## config.mk

```make
export PLATFORM = sky130hd
export DESIGN_NAME = mem_stage
export DESIGN_NICKNAME = d
export VERILOG_FILES = /design/src/rtl/mem_stage_pkg.sv /design/src/rtl/mem_stage_load_ext.sv /design/src/rtl/mem_stage.sv
export SDC_FILE = /design/constraint.sdc
export NUM_CORES = 1
export LEC_CHECK = 0
export CAP_MARGIN = 20
export CORE_AREA = 3 3 106 108
export DETAILED_ROUTE_END_ITERATION = 6
export DIE_AREA = 0 0 109 111
export PLACE_DENSITY = 0.8
export SLEW_MARGIN = 20
export SYNTH_ARGS = -nofsm -noshare
export SYNTH_HDL_FRONTEND = slang
export SYNTH_SLANG_ARGS = --single-unit
```

## constraint.sdc

```tcl
create_clock -name clk -period 4 [get_ports clk]
set_input_delay 0.8 -clock clk [delete_from_list [all_inputs] [get_ports clk]]
set_output_delay 0.8 -clock clk [all_outputs]
set_load 0.02 [all_outputs]
```

## src/rtl/mem_stage_pkg.sv

```systemverilog
// mem_stage_pkg: shared widths, aluop/alusel encodings, FSM states and memory-op decode
package mem_stage_pkg;
  localparam int REG_LEN = 32;
  localparam int REG_ADDR_LEN = 5;
  localparam int ADDR_LEN = 32;
  localparam int ALU_OP_LEN = 8;
  localparam int ALU_SEL_LEN = 3;
  localparam logic [ALU_OP_LEN-1:0] OP_NOP = 8'h00;
  localparam logic [ALU_OP_LEN-1:0] OP_ADD = 8'h01;
  localparam logic [ALU_OP_LEN-1:0] OP_LB = 8'h20;
  localparam logic [ALU_OP_LEN-1:0] OP_LH = 8'h21;
  localparam logic [ALU_OP_LEN-1:0] OP_LW = 8'h22;
  localparam logic [ALU_OP_LEN-1:0] OP_LBU = 8'h23;
  localparam logic [ALU_OP_LEN-1:0] OP_LHU = 8'h24;
  localparam logic [ALU_OP_LEN-1:0] OP_SB = 8'h25;
  localparam logic [ALU_OP_LEN-1:0] OP_SH = 8'h26;
  localparam logic [ALU_OP_LEN-1:0] OP_SW = 8'h27;
  localparam logic [ALU_SEL_LEN-1:0] SEL_NOP = 3'd0;
  localparam logic [ALU_SEL_LEN-1:0] SEL_ARITH = 3'd1;
  localparam logic [ALU_SEL_LEN-1:0] SEL_MEM = 3'd3;
  typedef enum logic [1:0] {IDLE, WAIT_GNT, ACCESS, DONE} state_t;
  function automatic logic [2:0] mem_op_bytes(input logic [ALU_OP_LEN-1:0] op);
    return op inside {OP_LB, OP_LBU, OP_SB} ? 3'd1 :
           op inside {OP_LH, OP_LHU, OP_SH} ? 3'd2 :
           op inside {OP_LW, OP_SW} ? 3'd4 : 3'd0;
  endfunction
  function automatic logic is_load_op(input logic [ALU_OP_LEN-1:0] op);
    return op inside {OP_LB, OP_LH, OP_LW, OP_LBU, OP_LHU};
  endfunction
endpackage

```

## src/rtl/mem_stage_load_ext.sv

```systemverilog
// mem_load_ext: assembles the captured little-endian bytes and sign/zero-extends per load type
module mem_load_ext
  import mem_stage_pkg::*;
(
  input  logic [3:0][7:0]        bytes,
  input  logic [ALU_OP_LEN-1:0]  aluop,
  output logic [REG_LEN-1:0]     data
);
  logic [31:0] w;
  assign w = bytes;
  always_comb data = aluop == OP_LB  ? {{24{w[7]}}, w[7:0]} :
                     aluop == OP_LH  ? {{16{w[15]}}, w[15:0]} :
                     aluop == OP_LBU ? {24'd0, w[7:0]} :
                     aluop == OP_LHU ? {16'd0, w[15:0]} : w;
endmodule

```

## src/rtl/mem_stage.sv

```systemverilog
// mem_stage: MEM stage serialising loads/stores over a byte-wide arbitrated RAM port
module mem_stage
  import mem_stage_pkg::*;
(
  input  logic                     clk,
  input  logic                     rst,
  input  logic                     rdy,
  input  logic [REG_LEN-1:0]       in_rd_data,
  input  logic [REG_ADDR_LEN-1:0]  in_rd_addr,
  input  logic                     in_rd_enable,
  input  logic [ALU_OP_LEN-1:0]    in_aluop,
  input  logic [ALU_SEL_LEN-1:0]   in_alusel,
  input  logic [ADDR_LEN-1:0]      in_mem_addr,
  output logic [REG_LEN-1:0]       wb_rd_data,
  output logic [REG_ADDR_LEN-1:0]  wb_rd_addr,
  output logic                     wb_rd_enable,
  output logic                     stall_req,
  output logic                     mem_req,
  input  logic                     mem_gnt,
  output logic [ADDR_LEN-1:0]      mem_a,
  output logic [7:0]               mem_dout,
  output logic                     mem_wr,
  input  logic [7:0]               mem_din
);
  state_t state, state_n;
  logic [2:0] cnt, n;
  logic [ADDR_LEN-1:0] addr;
  logic [REG_LEN-1:0] ext;
  logic [3:0][7:0] bytes;
  logic is_mem, is_ld, is_st, live, access_on, busy;
  assign n = mem_op_bytes(in_aluop);
  assign is_mem = in_alusel == SEL_MEM && n != 3'd0;
  assign is_ld = is_mem && is_load_op(in_aluop);
  assign is_st = is_mem && !is_ld;
  assign live = !rst;
  assign busy = state == WAIT_GNT || state == ACCESS;
  assign access_on = state == ACCESS && cnt < n;
  // loads run one extra count to capture the last byte returned by the RAM
  always_comb begin
    state_n = state == IDLE     ? (is_mem ? WAIT_GNT : IDLE) :
              state == WAIT_GNT ? (mem_gnt ? ACCESS : WAIT_GNT) :
              state == ACCESS   ? (cnt == (is_ld ? n : n - 3'd1) ? DONE : ACCESS) : IDLE;
  end
  always_ff @(posedge clk) begin
    if (rst) begin
      state <= IDLE;
      cnt <= '0;
      addr <= '0;
      bytes <= '0;
    end else if (rdy) begin
      state <= state_n;
      if (state == IDLE) begin
        addr <= in_mem_addr;
        cnt <= '0;
      end else if (state == ACCESS) cnt <= cnt + 3'd1;
      if (state == ACCESS && is_ld && cnt != 3'd0) bytes[cnt[1:0] - 2'd1] <= mem_din;
    end
  end
  mem_load_ext u_ext (.bytes(bytes), .aluop(in_aluop), .data(ext));
  assign mem_req = live && busy;
  assign stall_req = live && (state == IDLE ? is_mem : busy);
  assign mem_a = live && access_on ? addr + {29'd0, cnt} : '0;
  assign mem_wr = live && rdy && access_on && is_st;
  assign mem_dout = live && access_on && is_st ? 8'(in_rd_data >> {cnt[1:0], 3'b000}) : '0;
  assign wb_rd_addr = live ? in_rd_addr : '0;
  assign wb_rd_data = !live ? '0 : (is_ld && state == DONE) ? ext : in_rd_data;
  assign wb_rd_enable = live && (is_mem ? (state == DONE && is_ld && in_rd_enable) : in_rd_enable);
endmodule

```

==> metrics.cfg <==
[cells_and_area]
nNetsFinal=947
drive_above_1_share_pct=17.0
diodes=0
fill_cells=864
stdcell_area_um2=6960
syn_to_final_growth_pct=48.8

[hold_path]
min_path_type=reg2reg
min-delay-start=bytes[17]
hold_depth=2
min_to=bytes[17]

[setup_path]
cpLargestDelayFamily=buffers and inverters
cp_slowest_cell=clkdlybuf4s50_1
end_kind=output port
cp_num_buf_inv=5
startpoint=in_aluop[1]
r2r_start=cnt[0]
reg2reg_depth=8
cp_common_cell=buf_12
cp.required_ns=3.20
critPathLaunchType=input pin
crit_chain=clkdlybuf4s50_1 -> nand3_2 -> ha_2 -> and4bb_4 -> buf_12 -> nand4_4 -> a21oi_4 -> a21boi_4 -> buf_12 -> buf_16 -> a211oi_2 -> buf_4
r2r-end=bytes[1]
path_class=in2out
worst-r2r-setup-slack_ns=1.74
arrival_ns=3.15
crit_path_max_incr_delay_ns=0.57
worstPathMaxFanout=7

[synth]
postSynthCellCount=652
synth_cell_types=53
synth-main-ff-cell=dfxtp_1
ys_seq_area_share_pct=29.6
synth_top_cell_area_share_pct=29.6
synthesis.nets=761
synth_top_cell_by_area=dfxtp_1
yosys-top-cells-area=dfxtp_1 30%, nand2_1 14%, a21oi_1 8.1%, nor2_1 6.7%, ha_1 4.0%
synth_seq_cells=69
syn_area_um2=4670
synth_edf_count=0
ys_warn_count=0
postSynthAreaPerCell_um2=7.17
synthArstFlopShare_pct=0

[sta]
tns_ns=0
hold_viol_final=0
setup_viol=0
period_share_pct=98.7
finClkSkew_ns=0.0101
period_needed_ns=3.95
final-max-slew-violation-count=0
grt_setup_unrepaired=true
slew_headroom_pct=56.0
max_freq_mhz=253
tightest_slew_ns=0.660

[clock_network]
cts.sinks=69
worstSkewPairLatency_ns=0.34
holdBufCountCts=0
cts_tree=built
cts.clk_slew.worst_paths_ns=0.08
htreeDepth=3
ctsRootBufferMaster=clkbuf_8
numCtsBuffers=9
cts_buffer_depth=2

[grt]
grt_antenna_before_repair=0
globalRouteTotalUtil_pct=26.0
grt_pass1_vias=5266
grt_max_degree=111
grt_pass1_wl_um=25400
overflow=0

[detailed_routing]
drcViolationCount=0
vias=5280
firstDrtPassIters=5
wire_per_inst_um=16.5
initialDrtViolationCount=318
viasPerCell=5.39
routed_wl_um=16100
antenna_left=0

[outcome]
outcome=complete, no violations

[placed_design]
finalWeightedCongestion=0.896
hpwl_um=12000
portBuffers=173
place_area_um2=6820

[floorplan]
ioPinCount=174
rows=37
die_w_um=109
die_area_um2=12100
die_h_um=111
start_util_pct=45.3
core_area_um2=10300

[pwr]
irDropWorstVdd_mv=0.152
powerDensity_nw_per_um2=237
p_leak_nw=2.81

[flow_run]
cap_violations=0

## report_power, final
group | leakage [nW] | internal (mW) | switching (mW) | total [mW]
clock | 0.106 | 0.339 | 0.261 | 0.600
combinational | 2.15 | 0.162 | 0.156 | 0.318
sequential | 0.561 | 0.706 | 0.0219 | 0.728
total | 2.81 | 1.21 | 0.439 | 1.65
## metal layers
layer	GRT usage [%]	routed length [um]	share of wire, %
met3	6.93	1410	8.8
met4	9.60	483	3.0
met2	45.7	7900	49
met5	0	0	0
met1	29.7	6320	39
## cell usage after synthesis (2+ instances only)
master / number
nand2_1: 174
and2_1: 6
nor3_1: 7
nand2b_1: 4
a211oi_1: 23
mux2i_1: 10
clkbuf_1: 20
nand4_1: 6
o311ai_0: 2
mux4_2: 8
buf_2: 12
and4_1: 3
ha_1: 15
xor2_1: 19
nor2b_1: 15
a21oi_1: 76
and3_1: 12
buf_4: 4
or3_1: 2
nand3_1: 21
nor2_1: 83
inv_1: 8
dfxtp_1: 69
o21ai_0: 5
o21ai_2: 2
xnor2_1: 14
buf_1: 3
and2b_1: 4
## state kept, by name, indices dropped and copies added, names as in the netlist
name   cells
bytes     32
cnt        3
state      2
addr      32
## logic make-up (layout without fill, tap and decap cells)
group	Yosys count	after routing	share of synthesized area [%]
DFF	69	69	29.6
adders and majority gates	16	16	4.44
and+or+nand+nor	345	345	33.0
AOI/OAI and AO/OA	123	123	16.1
buffers and inverters	48	239	4.66
xor gates and xnor gates	33	33	6.18
muxes	18	18	6.00
## worst max-delay path by stage
stage / end / slack (ns) / cells after the start
6_report: wb_rd_data[19] / 0.05 / 12
5_1_grt: wb_rd_data[29] / -0.03 / 14
4_1_cts: wb_rd_data[29] / 0.02 / 12
3_5_place_dp: wb_rd_data[25] / -0.52 / 12
3_3_place_gp: wb_rd_data[8] / -0.45 / 12
2_1_floorplan: wb_rd_data[20] / 0.005 / 11
## area by class of cell
class,instances,area (um2),area share (%)
flip-flops and latches,69,1380,19.9
clock inverters,3,42.5,0.612
multi-input cells,535,3230,46.4
repair buffers,215,1930,27.8
well taps,136,170,2.45
inverters,8,30.0,0.432
clock buffers,13,169,2.43
## metrics by stage
step	setup slack (ns)	total power [mW]	util, %	instances	hold WS, ns
6_report	0.0534	1.65	67.4	979	0.462
3_5_place_dp	-0.523	1.07	66.1	956	0.446
3_3_place_gp	-0.448	1.07	66.1	956	0.438
2_1_floorplan	0.00544	0.887	-	652	0.432
5_1_grt	-0.0345	1.71	67.4	979	0.468
4_1_cts	0.0204	1.66	67.9	978	0.459
## timing repair
| item | 4_1_cts | 5_1_grt |
|---|---|---|
| buffers inserted | 4 | 1 |
| pin swaps | 4 | 0 |
| endpoints found under the setup margin | 75 | 31 |
| gates resized for setup | 150 | 42 |
| cloned | 2 | 0 |
## cell usage in the layout (no fill, tap or decap), types with 2 or more instances in the layout
master           synthesis  layout
a211oi_2                 0      23
and4_1                   3       3
buf_4                    4      40
nand2b_1                 4       4
buf_16                   0       2
o311ai_0                 2       2
nor2b_1                 15      14
buf_12                   0       5
clkbuf_2                 0      19
o21ai_0                  5       5
nor3_1                   7       7
a21oi_1                 76      76
clkdlybuf4s50_1          0      91
xnor2_1                 14      13
clkdlybuf4s15_1          0       7
inv_1                    8       8
nand4_1                  6       6
xor2_1                  19      19
dlymetal6s2s_1           0       2
dfxtp_1                 69      69
buf_2                   12      14
mux4_2                   8       8
or3_1                    2       2
nand3_1                 21      20
and2_1                   6       5
ha_1                    15      14
mux2i_1                 10      10
and3_1                  12      12
nand2_1                174     173
nor2_1                  83      82
and2b_1                  4       4
o21ai_2                  2       2
clkbuf_8                 0      12
dlygate4sd2_1            0      35
## worst register-to-register path: stages (launching register included)
cell,delay (ns)
dfxtp_1,0.34
buf_4,0.28
inv_1,0.17
ha_1,0.24
nor2b_1,0.14
nor3_2,0.35
and2_1,0.37
nand2_1,0.10
a21oi_1,0.19
Power figures use the tool's default switching activity.
